[src/rtl/uart_tx_arbiter.sv]
// Round-robin arbiter sharing one UART transmitter among N_REQ byte sources.
// Launches with a start/busy handshake, waits for frame done, then holds an inter-frame gap.
module uart_tx_arbiter #(
   parameter int N_REQ      = 4,
   parameter int DATA_W     = 8,
   parameter int GAP_CYCLES = 16,
   parameter int TIMEOUT    = 4096
) (
   input  logic                       clk_in,
   input  logic                       reset,
   input  logic [N_REQ-1:0]           req_valid,
   input  logic [N_REQ*DATA_W-1:0]    req_data,
   output logic [N_REQ-1:0]           req_ready,
   output logic                       tx_start,
   output logic [DATA_W-1:0]          tx_data,
   input  logic                       tx_busy,
   input  logic                       tx_done,
   output logic [$clog2(N_REQ)-1:0]   grant_id,
   output logic                       frame_sent,
   output logic                       timeout_err,
   output logic                       arb_busy
);

   localparam int ID_W  = $clog2(N_REQ);
   localparam int CNT_W = $clog2((TIMEOUT > GAP_CYCLES ? TIMEOUT : GAP_CYCLES) + 1);
   localparam logic [ID_W:0] N_W = (ID_W+1)'(N_REQ);

   typedef enum logic [2:0] {IDLE, GRANT, LAUNCH, WAIT_DONE, GAP} state_t;
   state_t state, state_nxt;

   logic              busy_s1, busy_s, done_s1, done_s, done_d, done_rise;
   logic [ID_W-1:0]   rr_ptr, pick;
   logic [ID_W:0]     scan_idx;
   logic              found;
   logic [DATA_W-1:0] pick_data;
   logic [CNT_W-1:0]  cnt;
   logic              accept, cnt_clr, to_hit, sent;

   // transmitter status crosses from clk_uart; done_d only feeds the edge detect
   always_ff @(posedge clk_in or negedge reset) begin
      if (!reset) begin
         busy_s1 <= 1'b0;
         busy_s  <= 1'b0;
         done_s1 <= 1'b0;
         done_s  <= 1'b0;
         done_d  <= 1'b0;
      end else begin
         busy_s1 <= tx_busy;
         busy_s  <= busy_s1;
         done_s1 <= tx_done;
         done_s  <= done_s1;
         done_d  <= done_s;
      end
   end

   assign done_rise = done_s & ~done_d;

   // first valid requester at or above the rr pointer, wrapping
   always_comb begin
      pick     = '0;
      found    = 1'b0;
      scan_idx = '0;
      for (int k = 0; k < N_REQ; k++) begin
         scan_idx = {1'b0, rr_ptr} + (ID_W+1)'(k);
         if (scan_idx >= N_W) scan_idx = scan_idx - N_W;
         if (!found && req_valid[scan_idx[ID_W-1:0]]) begin
            found = 1'b1;
            pick  = scan_idx[ID_W-1:0];
         end
      end
   end

   always_comb begin
      pick_data = '0;
      for (int i = 0; i < N_REQ; i++)
         if (pick == ID_W'(i)) pick_data = req_data[i*DATA_W +: DATA_W];
   end

   always_ff @(posedge clk_in or negedge reset) begin
      if (!reset) state <= IDLE;
      else        state <= state_nxt;
   end

   always_comb begin
      state_nxt = state;
      accept    = 1'b0;
      cnt_clr   = 1'b0;
      to_hit    = 1'b0;
      sent      = 1'b0;
      case (state)
         IDLE:      if (|req_valid) state_nxt = GRANT;
         GRANT:
            if (found) begin
               accept    = 1'b1;
               cnt_clr   = 1'b1;
               state_nxt = LAUNCH;
            end else begin
               state_nxt = IDLE;
            end
         LAUNCH:
            if (busy_s) begin
               state_nxt = WAIT_DONE;
            end else if (cnt == CNT_W'(TIMEOUT-1)) begin
               to_hit    = 1'b1;
               cnt_clr   = 1'b1;
               state_nxt = GAP;
            end
         WAIT_DONE:
            if (done_rise) begin
               sent      = 1'b1;
               cnt_clr   = 1'b1;
               state_nxt = GAP;
            end
         GAP:       if (cnt == CNT_W'(GAP_CYCLES-1)) state_nxt = IDLE;
         default:   state_nxt = IDLE;
      endcase
   end

   assign req_ready = accept ? (N_REQ'(1) << pick) : '0;
   assign tx_start  = (state == LAUNCH);
   assign arb_busy  = (state != IDLE);

   always_ff @(posedge clk_in or negedge reset) begin
      if (!reset) begin
         cnt         <= '0;
         rr_ptr      <= '0;
         grant_id    <= '0;
         tx_data     <= '0;
         frame_sent  <= 1'b0;
         timeout_err <= 1'b0;
      end else begin
         frame_sent <= sent;
         if (to_hit) timeout_err <= 1'b1;
         if (cnt_clr)
            cnt <= '0;
         else if (state == LAUNCH || state == GAP)
            cnt <= cnt + CNT_W'(1);
         if (accept) begin
            tx_data  <= pick_data;
            grant_id <= pick;
            rr_ptr   <= (pick == ID_W'(N_REQ-1)) ? '0 : pick + ID_W'(1);
         end
      end
   end

endmodule

[config.mk]
export PLATFORM = sky130hd
export DESIGN_NAME = uart_tx_arbiter
export DESIGN_NICKNAME = d
export VERILOG_FILES = /design/src/rtl/uart_tx_arbiter.sv
export SDC_FILE = /design/constraint.sdc
export NUM_CORES = 1
export LEC_CHECK = 0
export BUFFER_PORTS_ARGS = -buffer_cell sky130_fd_sc_hd__clkbuf_2
export CORE_ASPECT_RATIO = 0.6
export CORE_MARGIN = 1
export CORE_UTILIZATION = 51
export CTS_CLUSTER_DIAMETER = 40
export DETAILED_ROUTE_END_ITERATION = 7
export GPL_TIMING_DRIVEN = 0
export PLACE_DENSITY = 0.87
export SYNTH_ARGS = -nofsm -noshare
export SYNTH_HDL_FRONTEND = slang
export SYNTH_SLANG_ARGS = --single-unit
export TNS_END_PERCENT = 30
[constraint.sdc]
create_clock -name clk_in -period 2.8 [get_ports clk_in]
set_clock_uncertainty 0.15 [all_clocks]
set_input_delay 0.42 -clock clk_in [delete_from_list [all_inputs] [get_ports clk_in]]
set_output_delay 0.42 -clock clk_in [all_outputs]
set_load 0.01 [all_outputs]
=== Word level (Yosys, flattened, before mapping) ===
Cells that the tools add are included.

* Bits in latches: 0
* Memory bits (read-only): 0
* Memories kept: 0
* Output and inout bits: 18
* Input port bits: 40
* Word-level logic and storage cells: 101
* Register bits after elaboration: 35
* Bits in writable memories: 0

* Order comparisons: 8
* Bitwise operators: 2
* Add/sub/neg operators: 9
* Div/mod/pow operators: 0
* Equal/unequal tests: 13
* $mul: 0
* Reduce and logical (&&, ||, !) cells: 13
* Multiplexer cells: 43
* Shift operators: 1

{| class="wikitable"
|+ Operators with widths
! kind !! count
|-
| $mux 8 || 4
|-
| $mux 13 || 2
|-
| $mux 2 || 10
|-
| $mux 1 || 15
|-
| $mux 3 || 5
|-
| $pmux 3 s5 || 1
|-
| $add 13x1->13 const B || 1
|-
| $eq 13x12->1 const B || 1
|-
| $eq 13x4->1 const B || 1
|-
| $lt 2x3->1 const B || 4
|-
| $ge 3x3->1 const B || 3
|-
| $bmux 1 s2 || 4
|-
| $sub 2x1->2 const B || 4
|-
| $add 2x2->3 const B || 2
|-
| $eq 3x2->1 const B || 2
|-
| $ne 2x2->1 const B || 3
|-
| $eq 2x2->1 const B || 2
|-
| $mux 4 || 1
|-
| $reduce_and 4->1 || 1
|-
| $reduce_or 4->1 || 1
|-
| $shl 1x2->4 const A || 1
|-
| $add 2x1->3 const B || 1
|-
| $eq 3x1->1 const B || 1
|-
| $eq 3x3->1 const B || 1
|-
| other kinds (14) || 18
|}

=== Longest topological paths before layout ===
* Word-level depth: 19
* Mapped depth: 10
* Mapped depth without buffers: 9

=== Least setup slack after synthesis ===
No wires, ideal clock.

* Path kind: input port to output port
* Start: input req_valid[2]
* End: output req_ready[3]
* Stages on the path: 8
* Data arrival time: 1948 ps
* Path buffers: 2
* Required time: 2230 ps
* Path slack: 282 ps
* Cell sequence: inv_1 o22ai_1 a221oi_1 and2_1 ha_1 clkbuf_1 clkbuf_1 and2_1

* Elaborated cells on any way between the ends: 26
* Classes of those cells: shift: 1; mux: 19; reduce/logical: 6

{| class="wikitable"
|+ RTL lines
! element !! RTL line !! text
|-
| start: declaration || 11 || <nowiki>input logic [N_REQ-1:0] req_valid,</nowiki>
|-
| $bmux 1 s2 || 66 || <nowiki>if (!found && req_valid[scan_idx[ID_W-1:0]]) begin</nowiki>
|-
| $mux 1 (implied by the code) || 66 ||
|-
| $mux 1 || 66 ||
|-
| $logic_not 1->1 || 66 ||
|-
| $logic_and 1x1->1 || 66 ||
|-
| $mux 1 || 66 ||
|-
| $logic_not 1->1 || 66 ||
|-
| $logic_and 1x1->1 || 66 ||
|-
| $mux 1 || 66 ||
|-
| $logic_not 1->1 || 66 ||
|-
| $logic_and 1x1->1 || 66 ||
|-
| $mux 2 * || 66 ||
|-
| via pick[0] || 32 || <nowiki>logic [ID_W-1:0] rr_ptr, pick;</nowiki>
|-
| $shl 1x2->4 * || 119 || <nowiki>assign req_ready = accept ? (N_REQ'(1) << pick) : '0;</nowiki>
|-
| $mux 4 * || 119 ||
|-
| end: declaration || 13 || <nowiki>output logic [N_REQ-1:0] req_ready,</nowiki>
|}

Mark *: on every way through the listed nets, which the timed path passes. The rest lies on a longest branch. The select of a mux whose other input is x is not followed.

=== Worst setup path in the final report ===
* Start: register rr_ptr[0]
* End: output req_ready[2]

* Elaborated cells on any way between the ends: 41
* Classes of those cells: add/sub: 7; order compare: 4; shift: 1; mux: 23; reduce/logical: 6

{| class="wikitable"
|+ RTL lines
! element !! RTL line !! text
|-
| start: declaration || 32 ||
|-
| start signal: assignment || 141 || <nowiki>rr_ptr <= (pick == ID_W'(N_REQ-1)) ? '0 : pick + ID_W'(1);</nowiki>
|-
| parallel branches: the longest is 13 deep, another holds $add 2x1->3 || - ||
|-
| $mux 2 * || 66 ||
|-
| via pick[1] || 32 ||
|-
| $shl 1x2->4 * || 119 ||
|-
| $mux 4 * || 119 ||
|}

Mark *: on every way through the listed nets, which the timed path passes. The select of a mux whose other input is x is not followed.

==> impl_metrics.yaml <==
floorplan:
  die_y_um: 50.2
  coreArea_um2: 3680
  start_util_pct: 53.6
  die_x_um: 82.3
  rows: 17
  io_pins: 58
  die_area_um2: 4130
placement:
  io_buffers: 57
  hpwlAfterDp_um: 3600
  place_area_um2: 2320
  gp_congestion: 0.823
worst_setup_path:
  crit_fanout: 10
  startpoint_type: "register"
  critical_path_required_ns: 2.23
  path_class: "reg2out"
  crit_arrival_ns: 2.13
  r2r_cells: 9
  end_kind: "primary output"
sta:
  worstMarginPinSlew_ns: 0.854
  hold_viol: 0
  fin_crit_sh_pct: 96.5
  slew_headroom_pct: 43.1
  max_clock_freq_mhz: 370
  setup_viol: 0
  rsz0062_at_grt: "true"
  final_max_slew_viol_count: 0
  min_period_ns: 2.70
synthesis:
  synth_common_cells: "35 x dfrtp_1, 27 x a21oi_1, 23 x nor2_1, 15 x inv_1, 13 x nand2_1"
  ys.warnings.count: 0
  ys_types: 43
  synth_flop_cell: "dfrtp_1"
  avgSynthCellArea_um2: 9.09
  yosysTopAreaCell: "dfrtp_1"
  yosys.area.top_type_share_pct: 44.4
  synth_edf_count: 0
  synthArstFlopShare_pct: 100
  synth_area_um2: 1970
  synth-seq-area-share_pct: 44.4
  ys_ff_latch: 35
  netlist_instances: 217
  ys_top_cells_by_area: "dfrtp_1 44%, a21oi_1 6.8%, nor2_1 4.4%"
  synth_fp_nets: 262
  yosysMostFrequentCell: "dfrtp_1"
pwr:
  seq_power_share_pct: 31.6
  clkPwrFrac_pct: 17.4
  combinationalPowerShare_pct: 51.0
  p_switching_w: 0.000955
  p_int_w: 0.00137
  p_sw_share_pct: 41.1
  peakVddDrop_v: 0.000569
  p_leak_nw: 1.20
  cellPowerDensity_nw_per_um2: 939
route:
  drtIter0Drc: 146
  routed_wl_um: 4940
  num_vias: 1856
  viasPerCell: 5.66
  route.antenna.remaining_nets: 0
  first_pass_iters: 4
  drc: 0
  wl_per_cell_um: 15.1
clocking:
  clock_path_buffers: 2
  hold_buffers: 0
  clock_sinks: 35
  clockRootBuffer: "clkbuf_8"
  cts_made_buffers: 5
  clk_pin_slew_ns: 0.07
  tritoncts: "yes"
  clk-insertion-delay-late_ns: 0.29
  htree_levels: 2
grt:
  grt_max_degree: 36
  antenna_found_initial: 0
  grt_pass1_vias: 1664
  gr-total-overflow: 0
  grt_use_total_pct: 26.2
  grt_pass1_wl_um: 7900
layout:
  design_area_um2: 2480
  fill_cells: 289
  syn_to_final_growth_pct: 25.5
  postLayoutCoreUtil_pct: 67.3
  drive_above_1_share_pct: 29.9
  nets: 325
  n_antenna_cell: 0
worst_hold_path:
  min-delay-path-class: "in2async"
run:
  drv_cap: 0
status:
  status: "finished, final reports clean"
-- placed cells by master (no fill, tap or decap), drive strengths merged, types with 2 or more instances in the layout --
cell type,netlist,layout
nor4,3,3
or4,2,2
nor3,3,3
nor2,23,23
nand2b,3,3
inv,15,15
xnor2,8,8
nor2b,3,3
clkbuf,7,68
a211o,8,8
a311oi,2,2
nand3,5,5
o211ai,3,3
nand2,13,13
a21oi,27,27
o21ai,7,7
o22ai,2,2
nand4,4,4
or3,6,6
ha,5,5
a221oi,8,8
dfrtp,35,35
and2,5,5
and3,2,2
buf,6,8
-- power groups by stage --
stage	clock network [W]	logic (W)	registers (W)
CTS	0.000414	0.00111	0.000730
global route	0.000433	0.00131	0.000752
finish	0.000404	0.00119	0.000736
detailed placement	0	0.00109	0.000733
global placement	0	0.00106	0.000729
floorplan	0	0.000736	0.000755
-- final cells by class --
cell class                 count  area, µm²  share of cell area [%]
inverter                      15       56.3                    2.27
clock inverter                 1       7.51                   0.303
buffer                        11       71.3                    2.88
sequential                    35        876                    35.4
timing repair buffer          58        293                    11.8
clock buffer                   7       96.3                    3.89
multi-input combinational    154       1020                    41.1
tap                           47       58.8                    2.37
-- worst max-delay path, cell delays in order (launching register included) --
cell,delay (ns)
dfrtp_1,0.44
nand2b_1,0.18
nor2b_1,0.14
o22ai_2,0.24
inv_1,0.16
ha_4,0.22
clkbuf_4,0.19
and2_1,0.15
clkbuf_2,0.12
-- state kept, by name, indices dropped and copies added, names as in the netlist --
signal	cells
busy_s	1
timeout_err	1
cnt	13
done_s1	1
state	3
busy_s1	1
frame_sent	1
rr_ptr	2
done_d	1
done_s	1
grant_id	2
tx_data	8
-- metrics by stage --
step	setup slack, ns	total power [W]	hold WS (ns)	setup TNS [ns]	instances
finish	0.0984	0.00233	0.0735	0	328
CTS	0.00950	0.00226	0.0775	0	327
global route	-0.0182	0.00249	0.0731	-0.0298	328
global placement	-0.260	0.00179	0.184	-0.349	321
detailed placement	-0.299	0.00182	0.186	-0.410	321
floorplan	0.282	0.00149	-0.0256	0	217
-- cells by family after synthesis --
group | synth area share (%)
adders and majority gates | 3.17
and+or+nand+nor | 21.4
buffers and inverters | 6.09
xor gates and xnor gates | 4.95
muxes | 0.571
AOI/OAI and AO/OA | 19.5
DFF | 44.4
-- layer usage --
metal | up-vias | part of all wire [%] | GRT usage, %
li1 | 901 | - | -
met1 | 896 | 50 | 40.4
met2 | 56 | 44 | 35.8
met3 | 3 | 5.5 | 6.55
met4 | 0 | 0.38 | 7.60
met5 | - | 0 | 0
-- path summary, 6_finish.rpt --
check,startpoint,endpoint,slack [ns]
setup / recovery,rr_ptr[0],req_ready[2],0.1
hold / removal,reset,tx_data[6],0.07
setup reg to reg,rr_ptr[0],tx_data[5],0.19
hold reg to reg,done_s1,done_s,0.20
max in group asynchronous,reset,tx_data[5],1.88
min in group clk_in,tx_busy,busy_s1,0.09
-- what timing repair did --
action,in CTS,in global routing
endpoints found under the setup margin,3,3
resized for setup,6,12
buffers inserted,0,1
No activity file was read; power rests on OpenSTA's default activity.
